$ cat src/rtl/instr_fetch.sv
// Instruction fetch stage: PC, req/ack fetch from instruction memory, one-entry
// instruction buffer presented to decode with valid/ready, redirects and halt.
module instr_fetch #(
  parameter int unsigned     PC_W      = 8,
  parameter logic [PC_W-1:0] RESET_PC  = '0,
  parameter logic [18:0]     HALT_WORD = 19'h7FFFF,
  parameter int unsigned     CNT_W     = 16
) (
  input  logic             clk,
  input  logic             rst_n,
  output logic             imem_req,
  output logic [PC_W-1:0]  imem_addr,
  input  logic             imem_ack,
  input  logic [18:0]      imem_rdata,
  output logic             instr_valid,
  output logic [18:0]      instr,
  output logic [PC_W-1:0]  instr_pc,
  input  logic             decode_ready,
  input  logic             redirect_valid,
  input  logic [PC_W-1:0]  redirect_pc,
  output logic             halted,
  output logic [CNT_W-1:0] fetch_count
);

  localparam int unsigned INSTR_W = 19;
  localparam logic [CNT_W-1:0] CNT_MAX = '1;

  typedef enum logic [0:0] {
    ST_RUN    = 1'b0,
    ST_HALTED = 1'b1
  } state_e;

  state_e               state_q, state_d;
  logic [PC_W-1:0]      pc_q, pc_d;
  logic                 buf_valid_q, buf_valid_d;
  logic [INSTR_W-1:0]   instr_q, instr_d;
  logic [PC_W-1:0]      instr_pc_q, instr_pc_d;
  logic [CNT_W-1:0]     fetch_count_q, fetch_count_d;

  logic req_c;
  logic xfer_c;
  logic handoff_c;

  // Request is gated by rst_n so it drops the moment reset asserts.
  always_comb begin
    req_c     = rst_n && (state_q == ST_RUN) && !redirect_valid
                && (!buf_valid_q || decode_ready);
    xfer_c    = req_c && imem_ack;
    handoff_c = buf_valid_q && !redirect_valid && decode_ready;
  end

  // Next-state logic; redirect overrides both transfer and handoff.
  always_comb begin
    state_d       = state_q;
    pc_d          = pc_q;
    buf_valid_d   = buf_valid_q;
    instr_d       = instr_q;
    instr_pc_d    = instr_pc_q;
    fetch_count_d = fetch_count_q;

    if (redirect_valid) begin
      pc_d        = redirect_pc;
      buf_valid_d = 1'b0;
      state_d     = ST_RUN;
    end else begin
      if (handoff_c) begin
        buf_valid_d = 1'b0;
        if (fetch_count_q != CNT_MAX) begin
          fetch_count_d = fetch_count_q + CNT_W'(1);
        end
      end
      // A same-cycle transfer refills the buffer after the handoff drains it.
      if (xfer_c) begin
        instr_d     = imem_rdata;
        instr_pc_d  = pc_q;
        buf_valid_d = 1'b1;
        pc_d        = pc_q + PC_W'(1);
        if (imem_rdata == HALT_WORD) begin
          state_d = ST_HALTED;
        end
      end
    end
  end

  always_ff @(posedge clk or negedge rst_n) begin
    if (!rst_n) begin
      state_q       <= ST_RUN;
      pc_q          <= RESET_PC;
      buf_valid_q   <= 1'b0;
      instr_q       <= '0;
      instr_pc_q    <= '0;
      fetch_count_q <= '0;
    end else begin
      state_q       <= state_d;
      pc_q          <= pc_d;
      buf_valid_q   <= buf_valid_d;
      instr_q       <= instr_d;
      instr_pc_q    <= instr_pc_d;
      fetch_count_q <= fetch_count_d;
    end
  end

  assign imem_req    = req_c;
  assign imem_addr   = pc_q;
  assign instr_valid = buf_valid_q && !redirect_valid;
  assign instr       = instr_q;
  assign instr_pc    = instr_pc_q;
  assign halted      = (state_q == ST_HALTED);
  assign fetch_count = fetch_count_q;

endmodule
$ cat config.mk
export PLATFORM = sky130hd
export DESIGN_NAME = instr_fetch
export DESIGN_NICKNAME = d
export VERILOG_FILES = /design/src/rtl/instr_fetch.sv
export SDC_FILE = /design/constraint.sdc
export NUM_CORES = 1
export LEC_CHECK = 0
export BUFFER_PORTS_ARGS = -buffer_cell sky130_fd_sc_hd__buf_2
export CAP_MARGIN = 20
export CORE_UTILIZATION = 37
export DETAILED_ROUTE_END_ITERATION = 10
export GPL_ROUTABILITY_DRIVEN = 1
export PLACE_DENSITY = 0.67
export SKIP_CTS_REPAIR_TIMING = 1
export SYNTH_ARGS = -nofsm -noshare
export SYNTH_HDL_FRONTEND = slang
export SYNTH_SLANG_ARGS = --single-unit
$ cat constraint.sdc
create_clock -name clk -period 1.9 [get_ports clk]
set_clock_uncertainty 0.05 [all_clocks]
set_input_delay 0.095 -clock clk [delete_from_list [all_inputs] [get_ports clk]]
set_output_delay 0.095 -clock clk [all_outputs]
set_load 0.01 [all_outputs]
== Word level (Yosys, flattened, before mapping) ==
Cells that the tools add are included.
Storage, ports and cells
  input bits: 32
  word-level logic and storage cells: 35
  flip-flop bits (word level): 53
  output and inout bits: 54
Operators by class
  reductions and logical operators: 15
  equality and inequality tests: 2
  multiplexer cells: 8
  $add $sub $neg: 2
  bitwise operators: 2
Operator list (count)
  $eq 19x19->1 const B: 1
  $add 16x1->16 const B: 1
  $mux 8: 2
  $ne 16x16->1 const B: 1
  $add 8x1->8 const B: 1
  $logic_and 1x1->1: 6
  $mux 1: 6
  $reduce_and 2->1: 2
  $reduce_bool 2->1: 2
  $reduce_and 3->1: 1
  $reduce_bool 3->1: 1
  $logic_not 1->1: 2
  $not 1->1: 2
  $logic_or 1x1->1: 1

== Logic depth before layout (Yosys ltp) ==
Gate-level depths: netlist (run 1).
  depth in word-level cells: 7
  gate-level depth with buffers: 8

== Worst setup path after synthesis (run 1) ==
OpenSTA, ideal clock, no wires.
  path kind: register -> register
  start point: register state_q, in the netlist halted
  end point: register pc_q[5], in the netlist imem_addr[5]
  setup slack: 0.260 ns
  required time: 1.724 ns
  stages on the path, launching flop included: 6
  clock period less this slack: 1.640 ns
  setup time: 0.126 ns
  arrival time: 1.465 ns
  path through: dfrtp_1 > nor2_2 > and4_4 > buf_6 > mux2_4 > a221o_1
Between the ends
  cells in the longest elaborated chain, start to end: 6
RTL lines
  from (decl): RTL line 33  | state_e state_q, state_d;
  from (signal assigned): RTL line 94  | state_q <= state_d;
  $not 1->1: RTL line 46  | req_c = rst_n && (state_q == ST_RUN) && !redirect_valid
  $logic_and 1x1->1 (2 in series): RTL line 46
  $logic_and 1x1->1: RTL line 47  | && (!buf_valid_q || decode_ready);
  $logic_and 1x1->1: RTL line 48  | xfer_c = req_c && imem_ack;
  $reduce_bool 2->1 (no source line)
  to (signal assigned): RTL line 95  | pc_q <= pc_d;
  to (decl): RTL line 34  | logic [PC_W-1:0] pc_q, pc_d;
No other way between the ends.
A chain may end at the register's enable or synchronous reset.

== Final worst setup path (run 1) ==
  start point: register fetch_count_q[0], in the netlist fetch_count[0]
  end point: register fetch_count_q[10], in the netlist fetch_count[10]
Between the ends
  cells in the longest elaborated chain, start to end: 2
  elaborated cells between the ends (all ways): 3
  classes of those cells: 1 x add/sub; 1 x eq/ne; 1 x reduce/logical
RTL lines
  from (decl): RTL line 38  | logic [CNT_W-1:0] fetch_count_q, fetch_count_d;
  from (signal assigned): RTL line 99  | fetch_count_q <= fetch_count_d;
  branches (longest 2 deep; another with $add 16x1->16)
Parallel ways; which one is timed is not known.

==> flow_summary.yaml, run 1 <==
final_layout:
  post-route-util_pct: 53.2
  multi_input_area_sq_um: 1050
  drive_above_1_share_pct: 29.8
  areaGrowthSynthToFinish_pct: 38.2
  stdcell_area_sq_um: 3380
  seq_area_sq_um: 1330
  mostFrequentLayoutCells: "nand2_1 (90), buf_2 (85), dfrtp_1 (53)"
  final.fill_count: 583
  diodes: 0
  nets: 396
  final_common_cell: "nand2_1"
critical_path:
  cp.required_ns: 2.09
  crit_type: "flip-flop to flip-flop"
  worstSetupStartpointType: "flip-flop"
  path_max_fanout: 6
  worstPathArrival_ns: 1.90
  end_kind: "flip-flop"
  rrSetupSlack_ns: 0.19
grt:
  antenna_found_initial: 0
  grt_use_total_pct: 17.7
  grt_pass1_vias: 2046
  grt_max_degree: 36
  grt_pass1_wl_um: 9740
  grt_overflow: 0
detailed_routing:
  ant_nets: 0
  dr.pass1.iters: 4
  drt-initial-drc-count: 91
  routed_via_density: 4.98
  drc: 0
  drt-wirelength-per-cell_um: 13.8
  vias: 2191
  wl_um: 6090
synth:
  async_reset_ff_share_pct: 100
  syn_inst: 245
  yosysSeqAreaShare_pct: 54.2
  syn_area_sq_um: 2440
  syn-num-nets: 279
  synth_edf_count: 0
  synth_top_cell_by_area: "dfrtp_1"
  yosysWarnings: 0
  synth_area_per_cell_sq_um: 9.98
  ys_types: 34
  ys.flop_type: "dfrtp_1"
  ys_seq_elements: 53
  synth_area_leaders: "dfrtp_1 (54%), nand2_1 (14%), xnor2_1 (3.2%), a221o_1 (2.9%), xor2_1 (2.1%)"
  yosysTopAreaCellShare_pct: 54.2
clocking:
  max-clock-path-buffers: 2
  insertion_delay_ns: 0.30
  htree_levels: 2
  cts_tree: "done"
  clk_pin_slew_ns: 0.10
  cts_root_buffer: "clkbuf_8"
  cts_buffers: 5
  cts.sinks: 53
timing:
  period_share_pct: 90.2
  worst_pin_slew_ns: 0.455
  drv_slew: 0
  fmax_mhz: 584
  final.setup.tns_ns: 0
  worst_slack_ns: 0.186
  period_minus_slack_ns: 1.71
  setup_viol: 0
  final-hold-violation-count: 0
  maxSlewHeadroom_pct: 69.4
  rsz0062_at_grt: "false"
pwr:
  cellLeakagePower_nw: 1.82
  p_per_area_nw_per_um2: 853
  peakVddDrop_v: 0.000466
die:
  die_h_um: 83.3
  core_area_sq_um: 6350
  initial_core_util_pct: 38.5
  die_w_um: 83.3
  rows: 29
  dieArea_sq_um: 6940
  io_pins: 86
placement:
  pre_cts_slack_ns: 0.201
  placed_cell_area_sq_um: 2970
  routabilityCongestion: 0.839
  dp_hpwl_um: 4230
  io_buffers: 85
run:
  drv_cap: 0
outcome:
  status: "finished, final reports clean"
hold_path:
  min_path_type: "input port to flip-flop"
## report_power, final
group / switching, mW / internal (mW) / total [mW]
clock network: 0.369 / 0.523 / 0.892
logic: 0.308 / 0.276 / 0.584
registers: 0.126 / 1.28 / 1.41
total: 0.803 / 2.08 / 2.88
## cells in the mapped netlist, types with 3 or more instances
cell,count
xnor2_1,9
xor2_1,6
and3_1,5
nor3b_1,3
nand4_2,4
dfrtp_1,53
nand4_1,6
nand2_1,90
a221o_1,7
nor3_1,7
mux2i_1,4
inv_1,3
buf_4,4
nor2_1,7
nand3_1,9
## worst max-delay path, cell delays in order, from the launching register on
cell,delay [ns]
dfrtp_1,0.43
ha_1,0.19
nand3_1,0.21
nor3_1,0.36
and4b_1,0.27
xor2_1,0.14
## sequential cells by signal, indices dropped and copies added, names as in the netlist
register / count
instr_pc: 8
instr: 19
buf_valid_q: 1
fetch_count: 16
imem_addr: 8
halted: 1
## area by class of cell
| cell class | count | area share, % |
|---|---|---|
| Clock inverter | 3 | 1.93 |
| Tap cell | 77 | 2.85 |
| Multi-Input combinational cell | 180 | 31.0 |
| Clock buffer | 5 | 2.04 |
| Inverter | 3 | 0.333 |
| Sequential cell | 53 | 39.2 |
| Timing Repair Buffer | 119 | 22.6 |
## path summary, 6_finish.rpt
kind / start / endpoint / cells after the start
setup / recovery: fetch_count[0] / fetch_count[10] / 5
hold / removal: redirect_pc[1] / imem_addr[1] / 3
setup reg to reg: fetch_count[0] / fetch_count[10] / 5
hold reg to reg: instr_pc[7] / instr_pc[7] / 2
max in group asynchronous: rst_n / instr[16] / 3
min in group asynchronous: rst_n / halted / 3
## per-stage QoR
step | hold slack (ns) | std cells | total power, mW
6_report | 0.0383 | 440 | 2.88
3_5_place_dp | 0.120 | 404 | 1.97
3_3_place_gp | 0.118 | 404 | 1.95
5_1_grt | 0.0660 | 440 | 3.05
2_1_floorplan | -0.251 | 245 | 1.68
4_1_cts | -0.218 | 412 | 2.87
## layer usage
metal | up-vias | GRT usage, % | part of all wire [%]
li1 | 1069 | - | -
met1 | 1049 | 22.7 | 44
met2 | 64 | 29.1 | 49
met3 | 9 | 5.77 | 5.8
met4 | 0 | 3.76 | 1.2
met5 | - | 0 | 0
## logic make-up after synthesis
| logic type | after synthesis | share of synthesized area (%) |
|---|---|---|
| simple gates | 143 | 27.8 |
| flops | 53 | 54.2 |
| xor+xnor | 15 | 5.37 |
| compound gates | 14 | 5.78 |
| buf+inv | 12 | 2.87 |
| mux | 6 | 2.87 |
| fa+ha+maj | 2 | 1.02 |
Note: power is estimated with default switching activity, not from simulation.
==> run 2: changes to the inputs <==
Settings changed: CORE_ASPECT_RATIO from default to 1.5, CORE_UTILIZATION 37 to 45, PLACE_DENSITY 0.67 to 0.78.
==> flow_summary.yaml, run 2 (synthesis gave the netlist of run 1 again) <==
outcome:
  status: "complete, but fails checks"
  violations: "negative hold slack"
detailed_routing:
  routed_via_density: 5.18
  drt-initial-drc-count: 93
  vias: 2211
  ant_nets: 0
  dr.pass1.iters: 5
  drt-wirelength-per-cell_um: 14.0
  drc: 0
  wl_um: 5970
timing:
  final-hold-violation-count: 1
  maxSlewHeadroom_pct: 62.2
  worst_pin_slew_ns: 0.567
  whs_ns: -0.0122
  period_minus_slack_ns: 1.69
  final.setup.tns_ns: 0
  setup_viol: 0
  fmax_mhz: 593
  rsz0062_at_grt: "false"
  period_share_pct: 88.7
  drv_slew: 0
grt:
  grt_max_degree: 46
  antenna_found_initial: 0
  grt_pass1_vias: 1970
  grt_use_total_pct: 20.2
  grt_pass1_wl_um: 9280
  grt_overflow: 0
clocking:
  cts_buffers: 5
  cts.sinks: 53
  cts_tree: "done"
  max-clock-path-buffers: 2
  clk_pin_slew_ns: 0.09
  insertion_delay_ns: 0.30
  cts_root_buffer: "clkbuf_8"
  htree_levels: 2
die:
  rows: 32
  dieArea_sq_um: 5740
  io_pins: 86
  initial_core_util_pct: 47.0
  die_h_um: 92.3
  core_area_sq_um: 5200
  die_w_um: 62.2
critical_path:
  slowest_delay_ns: 0.43
  path_max_fanout: 6
  worstSetupStartpointType: "flip-flop"
  worst-path-buf-inv: 0
  cpLargestDelayFamily: "simple AND/OR/NAND/NOR gates"
  crit_type: "flip-flop to flip-flop"
  worstPathCellList: "ha_1, nand3_1, nor3_1, and4b_1, xor2_1"
  cp.required_ns: 2.08
  worstPathArrival_ns: 1.86
  cpMaxStageDelayCell: "dfrtp_1"
  end_kind: "flip-flop"
pwr:
  p_per_area_nw_per_um2: 862
  p_total_mw: 2.87
  cellLeakagePower_nw: 1.80
  sw_frac_of_total_pct: 27.8
  p_sw_mw: 0.797
  internal-power_mw: 2.07
  power_frac_seq_pct: 48.9
  peakVddDrop_v: 0.000550
  p_clk_share_pct: 31.0
  combPwrFrac_pct: 20.1
run:
  drv_cap: 0
final_layout:
  areaGrowthSynthToFinish_pct: 36.2
  final_common_cell: "nand2_1"
  diodes: 0
  nets: 392
  drive_above_1_share_pct: 29.8
  mostFrequentLayoutCells: "nand2_1 (90), buf_2 (85), dfrtp_1 (53)"
  largest_reg_flops: 19
  final.fill_count: 449
placement:
  routabilityCongestion: 0.788
  io_buffers: 85
  dp_hpwl_um: 3900
hold_path:
  min_path_type: "input port to flip-flop"
run 2: cell types whose count changed in the layout (fill, tap and decap cells not counted):
| cell | previous run | this run |
|---|---|---|
| buf_4 | 5 | 4 |
| dlygate4sd3_1 | 28 | 25 |
run 2: path summary, 6_finish.rpt:
path                                start         endpoint  slack [ns]  cells after the start
min in group asynchronous           rst_n      buf_valid_q        0.15                      2
max                        fetch_count[0]  fetch_count[10]        0.21                      5
min reg2reg                   instr_pc[6]      instr_pc[6]        0.42                      2
max reg2reg                fetch_count[0]  fetch_count[10]        0.21                      5
max in group asynchronous           rst_n     imem_addr[3]        0.81                      3
min                        redirect_pc[4]     imem_addr[4]       -0.01                      2
run 2: metal layers:
layer | global-route usage [%] | part of all wire, % | vias up
met4 | 5.81 | 2.2 | 0
met1 | 25.2 | 40 | 1058
met3 | 4.60 | 5.3 | 10
li1 | - | - | 1059
met2 | 34.8 | 53 | 84
met5 | 0 | 0 | -
run 2: area by class of cell:
type | instances | area (sq um) | area share, %
clock buffer | 5 | 68.8 | 2.07
sequential | 53 | 1330 | 39.8
inverter | 3 | 11.3 | 0.338
clock inverter | 3 | 65.1 | 1.95
tap | 68 | 85.1 | 2.55
timing repair buffer | 115 | 726 | 21.8
multi-input combinational | 180 | 1050 | 31.5
run 2: worst reg2reg max path: stages (launching register included):
cell and delay (ns):
dfrtp_1 0.43, ha_1 0.19, nand3_1 0.22, nor3_1 0.33
and4b_1 0.26, xor2_1 0.15
run 2: power by group through the flow:
stage               Combinational (mW)  Clock, mW  Sequential [mW]
finish                           0.577      0.890             1.40
global route                     0.642      0.965             1.42
CTS                              0.539      0.915             1.40
detailed placement               0.539          0             1.42
global placement                 0.523          0             1.41
floorplan                        0.196          0             1.49
run 2: metrics by stage:
step	utilization, %	area, sq um	cells	setup slack, ns
after detailed placement	56.6	2950	394	0.224
after CTS	59.2	3080	402	0.214
after floorplan	-	2440	245	0.260
final	64.0	3330	427	0.214
after global routing	64.0	3330	427	0.0538
after global placement	56.6	2950	394	0.312
